`src/rtl/dac80004_pkg.sv`:
```
// Shared definitions for the DAC80004 SPI writer: state encoding, frame width and
// DAC command codes used by benches and software-side word generators.
package dac80004_pkg;

  localparam int unsigned FRAME_BITS = 32;

  // DAC80004 command field values (bits [27:24] of the command word).
  localparam logic [3:0] CMD_WRITE_UPDATE = 4'b0011;
  localparam logic [3:0] CMD_POWER_DOWN   = 4'b0100;

  typedef enum logic [2:0] {
    StIdle,
    StSetup,
    StShiftLo,
    StShiftHi,
    StGapWait,
    StArm
  } dac_state_t;

endpackage

```
`src/rtl/spi_half_tick.sv`:
```
// Phase timer for the SPI writer. A down-counter reloaded on every state entry;
// tick is high while the count is zero, i.e. in the last cycle of a phase.
// Ports:
//   clk, reset_n : clock and asynchronous active-low reset
//   load         : reload the counter with load_val this cycle
//   load_val     : phase length minus one
//   tick         : phase-done indication
module spi_half_tick #(
  parameter int unsigned W = 16
) (
  input  logic         clk,
  input  logic         reset_n,
  input  logic         load,
  input  logic [W-1:0] load_val,
  output logic         tick
);

  logic [W-1:0] cnt_q;

  always_ff @(posedge clk or negedge reset_n) begin
    if (!reset_n) begin
      cnt_q <= '0;
    end else if (load) begin
      cnt_q <= load_val;
    end else if (cnt_q != '0) begin
      cnt_q <= cnt_q - 1'b1;
    end
  end

  assign tick = (cnt_q == '0);

endmodule

```
`src/rtl/dac80004_spi_writer.sv`:
```
// Serializes 32-bit DAC80004 command words MSB first onto sclk/sync_n/sdi and
// returns a one-cycle fetch_enable pulse once the frame and inter-frame gap are done.
// Ports:
//   clk, reset_n      : clock and asynchronous active-low reset
//   data, data_valid  : word from the fetch stage, sampled only in IDLE
//   fetch_enable      : one-cycle re-arm pulse to the fetch stage
//   busy              : high whenever not IDLE
//   overrun           : sticky, set by data_valid while busy
//   sclk, sync_n, sdi : DAC SPI pins (sclk idles high)
module dac80004_spi_writer
  import dac80004_pkg::*;
#(
  parameter int unsigned CLK_DIV = 2,
  parameter int unsigned GAP     = 2,
  parameter int unsigned N       = FRAME_BITS
) (
  input  logic         clk,
  input  logic         reset_n,
  input  logic [N-1:0] data,
  input  logic         data_valid,
  output logic         fetch_enable,
  output logic         busy,
  output logic         overrun,
  output logic         sclk,
  output logic         sync_n,
  output logic         sdi
);

  localparam int unsigned TW = 16;
  localparam int unsigned BW = $clog2(N);

  dac_state_t    state_q, state_d;
  logic [N-1:0]  shift_q, shift_d;
  logic [BW-1:0] bit_q, bit_d;
  logic          sclk_q, sclk_d;
  logic          sync_q, sync_d;
  logic          fe_q, fe_d;
  logic          busy_q;
  logic          ovr_q;

  logic          tick;
  logic          load;
  logic [TW-1:0] load_val;

  // Timer restarts on every state change; the gap phase reuses it with its own length.
  assign load     = (state_d != state_q);
  assign load_val = (state_d == StGapWait) ? TW'(GAP - 1) : TW'(CLK_DIV - 1);

  spi_half_tick #(
    .W (TW)
  ) u_half_tick (
    .clk      (clk),
    .reset_n  (reset_n),
    .load     (load),
    .load_val (load_val),
    .tick     (tick)
  );

  always_comb begin
    state_d = state_q;
    shift_d = shift_q;
    bit_d   = bit_q;
    sclk_d  = sclk_q;
    sync_d  = sync_q;
    fe_d    = 1'b0;
    unique case (state_q)
      StIdle: begin
        if (data_valid) begin
          shift_d = data;
          sync_d  = 1'b0;
          bit_d   = BW'(N - 1);
          state_d = StSetup;
        end
      end
      StSetup: begin
        if (tick) begin
          sclk_d  = 1'b0;
          state_d = StShiftLo;
        end
      end
      StShiftLo: begin
        // Next bit is presented on the rising edge, a full phase before the DAC samples it.
        if (tick) begin
          sclk_d = 1'b1;
          if (bit_q != '0) begin
            shift_d = shift_q << 1;
          end
          state_d = StShiftHi;
        end
      end
      StShiftHi: begin
        if (tick) begin
          if (bit_q != '0) begin
            bit_d   = bit_q - 1'b1;
            sclk_d  = 1'b0;
            state_d = StShiftLo;
          end else begin
            // Final high phase doubles as the DAC's SYNC hold time.
            sync_d  = 1'b1;
            shift_d = '0;
            state_d = StGapWait;
          end
        end
      end
      StGapWait: begin
        if (tick) begin
          fe_d    = 1'b1;
          state_d = StArm;
        end
      end
      StArm: begin
        state_d = StIdle;
      end
      default: begin
        state_d = StIdle;
      end
    endcase
  end

  always_ff @(posedge clk or negedge reset_n) begin
    if (!reset_n) begin
      state_q <= StIdle;
      shift_q <= '0;
      bit_q   <= '0;
      sclk_q  <= 1'b1;
      sync_q  <= 1'b1;
      fe_q    <= 1'b0;
      busy_q  <= 1'b0;
      ovr_q   <= 1'b0;
    end else begin
      state_q <= state_d;
      shift_q <= shift_d;
      bit_q   <= bit_d;
      sclk_q  <= sclk_d;
      sync_q  <= sync_d;
      fe_q    <= fe_d;
      busy_q  <= (state_d != StIdle);
      ovr_q   <= ovr_q | (data_valid & busy_q);
    end
  end

  assign fetch_enable = fe_q;
  assign busy         = busy_q;
  assign overrun      = ovr_q;
  assign sclk         = sclk_q;
  assign sync_n       = sync_q;
  assign sdi          = shift_q[N-1];

endmodule

```
`config.mk`:
```
export PLATFORM = sky130hd
export DESIGN_NAME = dac80004_spi_writer
export DESIGN_NICKNAME = d
export VERILOG_FILES = /design/src/rtl/dac80004_pkg.sv /design/src/rtl/spi_half_tick.sv /design/src/rtl/dac80004_spi_writer.sv
export SDC_FILE = /design/constraint.sdc
export NUM_CORES = 1
export LEC_CHECK = 0
export BUFFER_PORTS_ARGS = -buffer_cell sky130_fd_sc_hd__buf_4
export CAP_MARGIN = 20
export CELL_PAD_IN_SITES_DETAIL_PLACEMENT = 1
export CELL_PAD_IN_SITES_GLOBAL_PLACEMENT = 1
export CORE_MARGIN = 3
export CORE_UTILIZATION = 46
export DETAILED_ROUTE_END_ITERATION = 12
export GPL_TIMING_DRIVEN = 0
export PLACE_DENSITY = 0.84
export SETUP_SLACK_MARGIN = 0.3
export SYNTH_ARGS = -nofsm -noshare
export SYNTH_HDL_FRONTEND = slang
export SYNTH_SLANG_ARGS = --single-unit
```
`constraint.sdc`:
```
create_clock -name clk -period 2.9 [get_ports clk]
set_input_delay 0.145 -clock clk [delete_from_list [all_inputs] [get_ports clk]]
set_output_delay 0.145 -clock clk [all_outputs]
set_load 0.01 [all_outputs]
```
**Word level (Yosys, flattened, before mapping)**

Index checks and enable logic that the tools add are counted.

- Bits in latches: 0
- Register bits after elaboration: 61
- Output and inout bits: 6
- Word-level logic and storage cells: 68
- Memories: 0
- Input port bits: 35
- ROM bits: 0
- Bits in writable memories: 0

- Multiply operators: 0
- Shift operators: 0
- Bitwise operators: 2
- Magnitude comparators: 0
- Divide/modulo/power cells: 0
- Add/subtract/negate cells: 2
- Eq/ne operators: 12
- Reductions and logical operators: 13
- Muxes and demuxes: 30

Operators with widths:

| cell | count |
|---|---|
| $mux 32 | 5 |
| $pmux 32 s3 | 1 |
| $mux 16 | 2 |
| $mux 3 | 6 |
| $logic_not 16->1 | 1 |
| $reduce_bool 16->1 | 1 |
| $sub 16x1->16 const B | 1 |
| $mux 5 | 3 |
| $pmux 3 s5 | 1 |
| $ne 2x2->1 const B | 7 |
| $pmux 5 s2 | 1 |
| $mux 1 | 9 |
| $reduce_bool 3->1 | 3 |
| $reduce_and 4->1 | 2 |
| $eq 3x2->1 const B | 2 |
| $reduce_and 6->1 | 1 |
| $reduce_and 5->1 | 1 |
| $reduce_bool 5->1 | 1 |
| $sub 5x1->5 const B | 1 |
| $reduce_bool 2->1 | 2 |
| $eq 3x1->1 const B | 1 |
| $eq 3x3->1 const B | 1 |
| $logic_not 3->1 | 1 |
| $ne 3x3->1 | 1 |
| 4 further kinds | 4 |

**Depth between registers and ports, before layout**

- Depth in word-level cells: 6
- Mapped depth: 8
- Mapped depth without buffers: 6

**Modules after synthesis**

A second synthesis with hierarchy kept.

- Cell total of the unflattened synthesis: 354
- Area total of the unflattened synthesis: 3352.0 um^2

By module, submodules not included:

| module | seq. area each (um^2) | instances | area an instance (um^2) | cells an instance |
|---|---|---|---|---|
| dac80004_spi_writer | 1128.6 | 1 | 2346.0 | 250 |
| spi_half_tick | 400.4 | 1 | 1006.0 | 104 |

**Worst setup path after synthesis**

Ideal clock, no wire load.

- Path kind: flip-flop to flip-flop
- Start point: register u_half_tick.cnt_q[0]
- End point: register shift_q[10]
- Stages on the path, launching flop included: 8
- Setup time: 127 ps
- Arrival time: 1908 ps
- Data required time: 2773 ps
- Clock period less this slack: 2036 ps
- Path buffers: 1
- Setup slack: 864 ps
- Cell sequence: dfrtp_1 > inv_1 > ha_1 > nor3b_1 > nand2_1 > o31ai_2 > buf_4 > a22oi_2

- Longest elaborated chain between the ends: 3
- Elaborated cells between the ends (all ways): 4
- Those cells by class: 2 x eq/ne; 2 x reduce/logical

RTL lines:

| what | line | RTL |
|---|---|---|
| start, declared | spi_half_tick.sv:18 | `logic [W-1:0] cnt_q;` |
| start signal, assigned | spi_half_tick.sv:24 | `cnt_q <= load_val;` |
| start signal, assigned | spi_half_tick.sv:26 | `cnt_q <= cnt_q - 1'b1;` |
| $logic_not 16->1 (*) | spi_half_tick.sv:30 | `assign tick = (cnt_q == '0);` |
| $ne 2x2->1 (no source line) | -- |  |
| $reduce_and 6->1 (no source line) (*) | -- |  |
| end signal, assigned | dac80004_spi_writer.sv:132 | `shift_q <= shift_d;` |
| end, declared | dac80004_spi_writer.sv:33 | `logic [N-1:0] shift_q, shift_d;` |

Mark *: on every way between the ends. The rest lies on a longest branch, timed or not.
A chain may end at the register's enable or synchronous reset.

**Worst setup path in the final report**

- Start point: register u_half_tick.cnt_q[0]
- End point: register u_half_tick.cnt_q[8]

- Longest elaborated chain between the ends: 5
- Elaborated cells between the ends (all ways): 12
- Those cells by class: 1 x add/sub; 1 x eq/ne; 7 x mux; 3 x reduce/logical

RTL lines:

| what |
|---|
| parallel branches: the longest is 5 deep, another holds $sub 16x1->16 |

Parallel ways; which one is timed is not known. The select of a mux whose other input is x is not followed.

==> summary.md <==
| Metric | Value |
|---|---|
| Async SR Flop Fraction | 100.0% |
| Max-cap violations | 0 |
| Critical Path Source Type | flip-flop |
| Final setup fails | 0 |
| Post-Synth Simple-Gate Area | 24.64% |
| First-pass GRT wire length | 16.72 mm |
| Initial DRC Count | 191 |
| I/O Pins | 41 |
| CP Buf/Inv Count | 3 |
| DR top layer | met4 |
| Depth of the CTS H-tree | 3 |
| GRT Util Overall | 23.93% |
| Clock transition at path regs | 0.07 ns |
| Area contributors post-synth | dfrtp_1, a22oi_2, and3_1, a21oi_1, nor2_1 |
| Gpl congestion | 0.8056 |
| Flops & latches, synth | 61 |
| Tmin final | 2.406 ns |
| Yosys warning count | 0 |
| Status | completed |
| Slew HR | 33.24% |
| Nets | 452 |
| Drt drc | 0 |
| Die area | 8853 µm² |
| Cell taking the most area after synthesis | dfrtp_1 |
| Synth top cells by count | dfrtp_1, nor2_1, a21oi_1, and3_1, a22oi_2 |
| Post-Syn Area | 3570 µm² |
| CP endpoint kind | flip-flop |
| Starting Density | 48.18% |
| Clk root buf | clkbuf_8 |
| Post-synth EDFFs | 0 |
| Worst Path Required | 3.10 ns |
| Deepest clock path buffer count | 2 |
| Tcrit/Tclk final | 82.95% |
| Critical Path Max Stage Delay | 0.45 ns |
| Non-filler instance count after layout | 517 |
| Grt ovf | 0 |
| Initial antenna violation count | 0 |
| Slowest CP cell | dfrtp_1 |
| 1st-pass router iterations | 4 |
| Netlist cell types | 59 |
| DR vias/cell | 6.064 |
| Worst Path Arrival | 2.61 ns |
| # rows | 31 |
| Largest family of logic cells by synthesized area | simple AND/OR/NAND/NOR gates |
| Worst-margin pin slew | 0.9987 ns |
| VDD IR-drop max | 214.6 µV |
| Largest delay contributor family on the critical path | simple AND/OR/NAND/NOR gates |
| Final Hold Fails | 0 |
| Remaining antenna violation count | 0 |
| Main synth FF type | dfrtp_1 |
| Critical path class | reg2reg |
| Worst path cell trace | inv_1 -> ha_1 -> nor4b_2 -> nand4_1 -> buf_1 -> nand2_1 -> clkbuf_2 -> a22oi_1 |
| Post-CTS setup buffer count | 0 |
| DIE HEIGHT | 94.09 µm |
| Layout cells sized above 1 | 28.23% |
| Unrepaired setup endpoints after global routing | false |
| WL/cell | 19.05 µm |
| WL met3 | 319 µm |
| Post-synthesis adder-cell area fraction | 1.052% |
| Inst Count DP | 501 |
| Routed via count | 3135 |
| Type of the most critical hold path | in2reg |
| N_diodes | 0 |
| CORE AREA | 7408 µm² |
| Detailed Place HPWL | 6.651 mm |
| Maximum clock frequency | 415.7 MHz |
| Synth Area in Compound Gates | 24.64% |
| Mux share of post-synthesis cell area | 1.402% |
| Clock insertion delay at the later pin of the skew report | 0.34 ns |
| CTS tree | yes |
| Xor/xnor share of the synthesized area | 0.7361% |
| I/O Buffers | 40 |
| Maximum number of pins on one net before global-route repair | 62 |
| Detailed Route WL | 9.849 mm |
| Max-slew violation count | 0 |
| Die span in x | 94.09 µm |
| Most frequent cell after synthesis | dfrtp_1 |
| P&R area growth vs syn | 18.12% |
| Synth Area per Inst | 9.861 µm² |
| Crit path max fanout | 10 |
| Syn nets | 400 |
| Leakage | 1.904 nW |
| Metal1 wirelength | 4.428 mm |
| Top-area cell type share of the netlist area | 41.36% |
| Clock sink count | 61 |
| Final Skew | 0.008967 ns |
| Filler cells | 851 |
| DR WL met2 | 4.915 mm |
| Total negative slack | 0 ns |
| Final core occ | 56.92% |
| Syn Inst Count | 362 |
| Pwr/cell area | 406.3 nW/µm² |
| Vias in the first global route | 3376 |
| Sequential cell area fraction in the yosys report | 42.83% |
| CTS Buf Count | 9 |
registers in the layout (all words and copies together), names as in the netlist:
signal             cells
state_q                3
sync_n                 1
bit_q                  5
shift_q               32
fetch_enable           1
sclk                   1
u_half_tick.cnt_q     16
busy                   1
overrun                1
final cells by class:
| class | count | area [µm²] | area share [%] |
|---|---|---|---|
| multi-input cells | 267 | 1884 | 44.69 |
| plain buffers | 27 | 143.9 | 3.412 |
| repair buffers | 41 | 310.3 | 7.359 |
| clock buffers | 11 | 151.4 | 3.591 |
| inverters | 7 | 26.28 | 0.6231 |
| clock inverters | 4 | 47.55 | 1.128 |
| flip-flops and latches | 61 | 1529 | 36.26 |
| well taps | 99 | 123.9 | 2.938 |
cell families after synthesis:
kind of cell,Yosys count
AOI/OAI and AO/OA,110
xor gates and xnor gates,3
adders and majority gates,3
muxes,5
and+or+nand+nor,146
DFF,61
buffers and inverters,34
power breakdown:
| group | internal, mW | switching (mW) |
|---|---|---|
| combinational | 0.0402 | 0.0398 |
| clock | 0.436 | 0.343 |
| sequential | 0.853 | 0.00200 |
| total | 1.33 | 0.384 |
layout by cell type (no fill, tap or decap), types with 3 or more instances in the layout:
master	count
o31a_1	3
a22oi_1	9
clkbuf_1	15
a21oi_1	38
xnor2_1	3
clkbuf_8	11
ha_1	3
nor2b_1	3
nor4_1	3
nand2_1	11
nor3_1	6
buf_4	44
inv_1	7
nand4_1	4
o21ai_0	8
or4b_1	3
a22oi_2	31
and3_1	32
nor2_1	42
a21o_1	3
or3_1	7
dfrtp_1	59
or4_1	5
o31ai_1	4
buf_6	3
mux2i_1	5
nand3_1	8
what timing repair did:
action                     in CTS  in global routing
hold buffers                    1                  0
resized for setup               1                  6
hold endpoints to repair       59                  0
setup endpoints to repair      30                 10
pin swaps                       0                  0
worst paths after layout:
kind / depth (start not counted) / slack (ns) / startpoint / endpoint
min in group asynchronous: 2 / 0.44 / reset_n / shift_q[18]
worst max-delay path: 8 / 0.49 / u_half_tick.cnt_q[0] / u_half_tick.cnt_q[8]
worst min-delay path: 2 / 0.06 / data_valid / overrun
max in group asynchronous: 2 / 1.92 / reset_n / u_half_tick.cnt_q[5]
worst min register to register: 1 / 0.47 / overrun / overrun
worst max register to register: 8 / 0.49 / u_half_tick.cnt_q[0] / u_half_tick.cnt_q[8]
per-layer routing:
metal  track usage (%)  up-vias
met3             3.205       18
met1             31.96     1584
met5                 0        -
met2             39.38       70
li1                  -     1463
met4             9.146        0
worst register-to-register path, stage by stage (launching register included):
cell	delay (ns)
dfrtp_1	0.45
inv_1	0.10
ha_1	0.29
nor4b_2	0.30
nand4_1	0.22
buf_1	0.29
nand2_1	0.18
clkbuf_2	0.29
a22oi_1	0.14
through the flow:
step | setup WS, ns | power (mW) | instance area, µm² | hold WS, ns
5_1_grt | 0.3126 | 1.774 | 4217 | 0.07810
3_5_place_dp | 0.2660 | 0.9513 | 3994 | 0.2955
6_report | 0.4944 | 1.713 | 4217 | 0.06413
2_1_floorplan | 0.8644 | 0.8916 | 3570 | -0.1506
4_1_cts | 0.3262 | 1.731 | 4208 | 0.06113
3_3_place_gp | 0.2856 | 0.9488 | 3994 | 0.2864
(Power assumes the default switching activity.)
